`src/rtl/pipe_fifo_buffer_pkg.sv`:
```
// Shared stage-buffer definitions: flush/hold priority encoding and DEPTH range limits.
package pipe_fifo_buffer_pkg;

    localparam int DEPTH_MIN = 2;
    localparam int DEPTH_MAX = 16;
    localparam int N_MAX     = 128;

    typedef enum logic [1:0] {
        ACT_RESET = 2'd0,
        ACT_FLUSH = 2'd1,
        ACT_HOLD  = 2'd2,
        ACT_RUN   = 2'd3
    } pipe_act_e;

    // Per-edge priority: reset > flush > hold > normal push/pop.
    function automatic pipe_act_e pipe_act(input logic reset, input logic flush, input logic hold);
        if (reset)      return ACT_RESET;
        else if (flush) return ACT_FLUSH;
        else if (hold)  return ACT_HOLD;
        else            return ACT_RUN;
    endfunction

endpackage

```
`src/rtl/pipe_fifo_buffer_ptr.sv`:
```
// Read/write pointers, occupancy count and full/empty flags for pipe_fifo_buffer.
import pipe_fifo_buffer_pkg::*;

module pipe_fifo_ptr #(
    parameter int DEPTH = 2,
    localparam int PW = $clog2(DEPTH),
    localparam int CW = $clog2(DEPTH + 1)
) (
    input  logic          clock,
    input  logic          reset,
    input  logic          flush,
    input  logic          hold,
    input  logic          push,
    input  logic          pop,
    output logic [PW-1:0] wr_ptr,
    output logic [PW-1:0] rd_ptr,
    output logic [CW-1:0] count,
    output logic          full,
    output logic          empty
);

    pipe_act_e act;

    assign act   = pipe_act(reset, flush, hold);
    assign full  = (count == CW'(DEPTH));
    assign empty = (count == '0);

    // DEPTH is a power of two, so natural pointer overflow is the modulo wrap.
    always_ff @(posedge clock) begin
        case (act)
            ACT_RESET, ACT_FLUSH: begin
                wr_ptr <= '0;
                rd_ptr <= '0;
                count  <= '0;
            end
            ACT_HOLD: ;
            default: begin
                if (push) wr_ptr <= wr_ptr + 1'b1;
                if (pop)  rd_ptr <= rd_ptr + 1'b1;
                case ({push, pop})
                    2'b10:   count <= count + 1'b1;
                    2'b01:   count <= count - 1'b1;
                    default: count <= count;
                endcase
            end
        endcase
    end

endmodule

```
`src/rtl/pipe_fifo_buffer.sv`:
```
// Elastic valid/ready FIFO stage between pipeline stages, with flush and hold.
// Optional PIPE_FIFO_BYPASS_EN: zero-latency forward of in_data when the buffer is empty.
import pipe_fifo_buffer_pkg::*;

module pipe_fifo_buffer #(
    parameter int N     = 16,
    parameter int DEPTH = 2,
    localparam int CW   = $clog2(DEPTH + 1)
) (
    input  logic          clock,
    input  logic          reset,
    input  logic          flush,
    input  logic          hold,
    input  logic          in_valid,
    output logic          in_ready,
    input  logic [N-1:0]  in_data,
    output logic          out_valid,
    input  logic          out_ready,
    output logic [N-1:0]  out_data,
    output logic [CW-1:0] count,
    output logic          overrun
);

    localparam int PW = $clog2(DEPTH);

    generate
        if (DEPTH < DEPTH_MIN || DEPTH > DEPTH_MAX || (DEPTH & (DEPTH - 1)) != 0 || N < 1 || N > N_MAX) begin : g_bad_cfg
            $error("pipe_fifo_buffer: unsupported N/DEPTH configuration");
        end
    endgenerate

    logic [N-1:0]  mem [DEPTH];
    logic [PW-1:0] wr_ptr, rd_ptr;
    logic          full, empty, run;
    logic          push, pop, store, ptr_pop;
    logic [N-1:0]  head;

    assign run      = (pipe_act(reset, flush, hold) == ACT_RUN);
    assign in_ready = run & ~full;
    assign push     = in_valid & in_ready;
    assign pop      = out_valid & out_ready;
    assign ptr_pop  = pop & ~empty;

`ifdef PIPE_FIFO_BYPASS_EN
    logic bypass;
    assign bypass    = run & empty;
    assign out_valid = run & (~empty | in_valid);
    assign head      = bypass ? in_data : mem[rd_ptr];
    // A word consumed in the same cycle it arrives never touches storage.
    assign store     = push & ~(bypass & out_ready);
`else
    assign out_valid = run & ~empty;
    assign head      = mem[rd_ptr];
    assign store     = push;
`endif

    assign out_data = out_valid ? head : '0;

    pipe_fifo_ptr #(.DEPTH(DEPTH)) u_ptr (
        .clock  (clock),
        .reset  (reset),
        .flush  (flush),
        .hold   (hold),
        .push   (store),
        .pop    (ptr_pop),
        .wr_ptr (wr_ptr),
        .rd_ptr (rd_ptr),
        .count  (count),
        .full   (full),
        .empty  (empty)
    );

    always_ff @(posedge clock) begin
        if (reset) begin
            for (int i = 0; i < DEPTH; i++) mem[i] <= '0;
        end else if (store) begin
            mem[wr_ptr] <= in_data;
        end
    end

    // Sticky producer-side protocol flag; only reset clears it.
    always_ff @(posedge clock) begin
        if (reset)
            overrun <= 1'b0;
        else if (in_valid & ~in_ready & ~hold & ~flush)
            overrun <= 1'b1;
    end

endmodule

```
`config.mk`:
```
export PLATFORM = sky130hd
export DESIGN_NAME = pipe_fifo_buffer
export DESIGN_NICKNAME = d
export VERILOG_FILES = /design/src/rtl/pipe_fifo_buffer_pkg.sv /design/src/rtl/pipe_fifo_buffer_ptr.sv /design/src/rtl/pipe_fifo_buffer.sv
export SDC_FILE = /design/constraint.sdc
export NUM_CORES = 1
export LEC_CHECK = 0
export CORE_AREA = 2 2 63 65
export DETAILED_ROUTE_END_ITERATION = 6
export DIE_AREA = 0 0 65 67
export PLACE_DENSITY = 0.85
export SLEW_MARGIN = 20
export SYNTH_ARGS = -nofsm -noshare
export SYNTH_HDL_FRONTEND = slang
export SYNTH_SLANG_ARGS = --single-unit
```
`constraint.sdc`:
```
create_clock -name clock -period 6.7 [get_ports clock]
set_input_delay 2.01 -clock clock [delete_from_list [all_inputs] [get_ports clock]]
set_output_delay 2.01 -clock clock [all_outputs]
set_load 0.01 [all_outputs]
```
# After elaboration in Yosys (flattened, before gate mapping)
# Memories as Yosys holds them, arrays and structs flattened. A register that Yosys moved wholly into a read port is not among the register bits.
# Index checks and enable logic that the tools add are counted.
# word_totals
ff_bits,5
wordCells,58
output_inout_bits,21
ram_bits,32
mem_bits_ro,0
latchBits,0
memories,1
# memory_table
name,words,word_bits,read_ports,rd_ports_with_merged_regs,write_ports,line_no,rtl
mem,2,16,1,1,2,pipe_fifo_buffer.sv:32,logic [N-1:0] mem [DEPTH];
# op_classes
multipliers,0
order_cmp,0
reduce_logical,10
eq_ne,6
addsub,4
n_div,0
n_mux,19
shift,0
bitwise,14
# ops
operator,n
two-way mux 16 bit,2
OR reduction 16 bit,1
two-way mux 1 bit,11
bitwise AND 1 bit,8
"== test 2 bit, second input constant",4
case mux 2 bit (2 select lines),2
NOT 1 bit,6
AND reduction 2 bit,3
"== test 2 x 1 -> 1 bit, second input constant",2
logical NOT 2 bit,2
two-way mux 2 bit,2
case mux 1 bit (2 select lines),2
nonzero test 2 bit,2
nonzero test 3 bit,1
"adder 1 bit, second input constant",2
"adder 2 x 1 -> 2 bit, second input constant",1
OR reduction 2 bit,1
"subtractor 2 x 1 -> 2 bit, second input constant",1

# Longest topological paths before layout
# depth
word_depth,11
depth_mapped,6
depth_no_buf,4

# Hierarchy
# Synthesis repeated with hierarchy kept, for this count alone.
# hier_totals
hier_cells,157
hier_area_um2,1940.6
# modules_own_cells
mod,n_inst,cells_per_inst,seq_area_each_um2,area_each_um2
pipe_fifo_buffer,1,139,980.9,1724.2
pipe_fifo_ptr,1,18,120.1,216.5

# Least setup slack after synthesis
# No wires, ideal clock.
# synth_path
path_type,in2out
startpoint,input port flush
endpoint,output port out_data[10]
path_stages,4
slack_ns,1.852
arrival_time_ns,2.838
path_cell_list,nor3_1 > o21ai_1 > clkbuf_1 > nor2_1
# synth_via
elab_chain_len,5
# synth_rtl
item,line_no,rtl
start: declaration,pipe_fifo_buffer.sv:12,"input logic flush,"
two-way mux 2 bit,pipe_fifo_buffer_pkg.sv:18,else if (flush) return ACT_FLUSH;
two-way mux 2 bit,pipe_fifo_buffer_pkg.sv:17,if (reset) return ACT_RESET;
== test 2 bit,pipe_fifo_buffer.sv:38,"assign run = (pipe_act(reset, flush, hold) == ACT_RUN);"
bitwise AND 1 bit,pipe_fifo_buffer.sv:52,assign out_valid = run & ~empty;
two-way mux 16 bit,pipe_fifo_buffer.sv:57,assign out_data = out_valid ? head : '0;
end: declaration,pipe_fifo_buffer.sv:19,"output logic [N-1:0] out_data,"
# Every way passes these cells.

# Worst setup path in the final report
# layout_path
startpoint,input port flush
endpoint,output port out_data[9]
# The elaborated chain is that of the path after synthesis.

==> results.sh <==
export IMPL_status="finished, final reports clean"
export IMPL_hold_buffers=0
export IMPL_cts_tree="done"
export IMPL_insertion_delay_ps=300
export IMPL_synth_simple_area_share=0.209
export IMPL_coreArea_um2=3610
export IMPL_fin_hold_ws_ps=491
export IMPL_fp_dieW_um=65
export IMPL_slew_headroom=0.366
export IMPL_yosys_top_cells_area="edfxtp_1, and2_1, mux2i_1"
export IMPL_globalplace_congestion=0.697
export IMPL_cp_slowest_cell="clkdlybuf4s50_1"
export IMPL_drv_slew=0
export IMPL_place_detailed_hpwl_um=2240
export IMPL_power_leakage_uw=0.000818
export IMPL_synth_compound_area_frac=0.0214
export IMPL_switching_power_uw=107
export IMPL_drive_gt1_frac=0.0714
export IMPL_crit_path_start_kind="input port"
export IMPL_antenna_found_initial=0
export IMPL_num_vias=1164
export IMPL_drt_wl_total_um=3290
export IMPL_synth_top_area_frac=0.618
export IMPL_rsz0062_at_grt="no"
export IMPL_clockBufferDepth=2
export IMPL_power_density_nw_per_um2=223
export IMPL_ys_seq_area_frac=0.640
export IMPL_numPortBuffers=42
export IMPL_switching_share=0.208
export IMPL_cts_sinks=38
export IMPL_start_util=0.485
export IMPL_post_route_period_util=0.877
export IMPL_critical_path_max_stage_delay_ps=560
export IMPL_grt_util_all_layers=0.176
export IMPL_cp_top_family="buffers and inverters"
export IMPL_syn_inst=138
export IMPL_clkPwrFrac=0.367
export IMPL_dieArea_um2=4360
export IMPL_drtAntennaViolNets=0
export IMPL_drtPass1Iterations=4
export IMPL_fin_tns_setup_ps=0
export IMPL_grt_max_degree=18
export IMPL_ys_types=26
export IMPL_critPathBufInv=2
export IMPL_fmax_ghz=0.170
export IMPL_post_drt_via_cell_ratio=5.06
export IMPL_ys_async_sr_fraction=0
export IMPL_fin_crit_ps=5880
export IMPL_fill_cells=300
export IMPL_cpMostUsedCell="clkdlybuf4s50_1"
export IMPL_rows=22
export IMPL_crit_fanout=17
export IMPL_arrival_ps=3870
export IMPL_cp_cell_sequence="clkdlybuf4s50_1 > nor3_1 > o21ai_2 > nor2_1 > clkdlybuf4s50_1"
export IMPL_yosysTopAreaCell="edfxtp_1"
export IMPL_io_pins=43
export IMPL_syn_nets=160
export IMPL_fin_skew_ps=7.75
export IMPL_setup_viol=0
export IMPL_synth_adder_area_share=0
export IMPL_synthesis_area_um2=1750
export IMPL_syn_area_per_cell_um2=12.7
export IMPL_postCtsSetupBuffers=0
export IMPL_clk_pin_slew_worst_paths_ps=70
export IMPL_critPathKind="in2out"
export IMPL_cts_resized=0
export IMPL_setup_worst_path_end_class="output port"
export IMPL_area_delta_synth_final_pct=31.8
export IMPL_final_nets=203
export IMPL_hp_class="reg2reg"
export IMPL_hold_viol_final=0
export IMPL_die_y_um=67
export IMPL_ys_seq_elements=38
export IMPL_comb_power_share=0.090
export IMPL_yosysWarningCount=0
export IMPL_cts_root_buf="clkbuf_8"
export IMPL_max_cap_violations=0
export IMPL_cp_data_required_time_ps=4690
export IMPL_num_antenna_cells=0
export IMPL_drtIter0Drc=35
export IMPL_grt_pass1_vias=1239
export IMPL_grt_pass1_wl_um=5580
export IMPL_pwr_share_seq=0.543
export IMPL_ys_top_cells_by_count="edfxtp_1, and2_1, nor2_1, mux2i_1"
export IMPL_synth_edff_count=36
export IMPL_synth_top_family_by_area="simple AND/OR/NAND/NOR gates"
export IMPL_post_synth_top_count_cell="edfxtp_1"
export IMPL_wire_per_inst_um=14.3
export IMPL_synth_xor_area_frac=0.0150
export IMPL_gr_total_overflow=0
export IMPL_drc=0
export IMPL_peakVddDrop_mv=0.143
export IMPL_synthMuxAreaShare=0.0915
export IMPL_intPower_uw=407
export IMPL_h_tree_depth=2
export IMPL_cts_inserted_buffers=5
export IMPL_ys_flop_type="edfxtp_1"
export IMPL_worstMarginPinSlew_ps=949
## state kept, by name (all words and copies together), names as in the netlist, named ones only
signal	cells
mem	32
u_ptr.count	2
overrun	1
u_ptr.rd_ptr	1
u_ptr.wr_ptr	1
## routing by layer
metal	global-route usage	wire length [um]	vias up
li1	-	-	562
met1	0.199	1380	557
met2	0.313	1670	42
met3	0.0524	192	3
met4	0.0638	43	0
met5	0	0	-
## cell families after synthesis
group | after synthesis
buf+inv | 7
flops | 38
mux | 16
xor+xnor | 3
compound gates | 6
simple gates | 68
## final cells by class
cell class                      instances  area [um2]  share of cell area
Inverter                                1        3.75             0.00163
Sequential cell                        38        1120               0.486
Tap cell                               48        60.1              0.0260
Clock buffer                            5        68.8              0.0298
Clock inverter                          3        40.0              0.0174
Timing Repair Buffer                   42         420               0.182
Multi-Input combinational cell         93         593               0.257
## power by group through the flow
stage | registers [uW] | clock network [uW] | logic, uW
3_3_place_gp | 283 | 0 | 44.9
5_1_grt | 281 | 202 | 50.6
4_1_cts | 279 | 191 | 46.8
2_1_floorplan | 281 | 0 | 22.4
3_5_place_dp | 285 | 0 | 46.5
6_report | 279 | 189 | 46.5
## per-stage QoR
step	utilization	total power [uW]	worst slack (ps)	instances	cell area [um2]
after floorplan	-	304	1850	138	1750
after detailed placement	0.610	331	806	222	2200
after global placement	0.609	328	710	222	2190
final	0.640	515	821	230	2310
after global routing	0.640	533	657	230	2310
after CTS	0.640	517	804	230	2310
## tightest hold or removal path: cells and delay by family (launching register included)
family | cells | cell delay [ps]
AO/OA/AOI/OAI | 1 | 50
AND/OR/NAND/NOR | 1 | 70
flip-flops | 1 | 340
## placed cells by master (no fill, tap or decap), types with 2 or more instances in the layout
cell type | netlist | final
nor2_1 | 24 | 24
clkbuf_8 | 0 | 5
edfxtp_1 | 36 | 36
mux2i_1 | 16 | 16
and2_1 | 32 | 32
nand2_1 | 2 | 2
clkinv_2 | 0 | 2
xnor2_1 | 2 | 2
clkdlybuf4s50_1 | 0 | 42
nor2_2 | 2 | 2
or2_1 | 2 | 2
dfxtp_1 | 2 | 2
## path summary, 6_finish.rpt
path / start / end / slack [ps] / cells after the start
worst min-delay path: overrun / overrun / 490 / 2
worst min register to register: overrun / overrun / 490 / 2
worst max-delay path: flush / out_data[9] / 820 / 5
worst max register to register: u_ptr.count[1] / mem[0][14] / 4170 / 4
No activity file was read; power rests on OpenSTA's default activity.
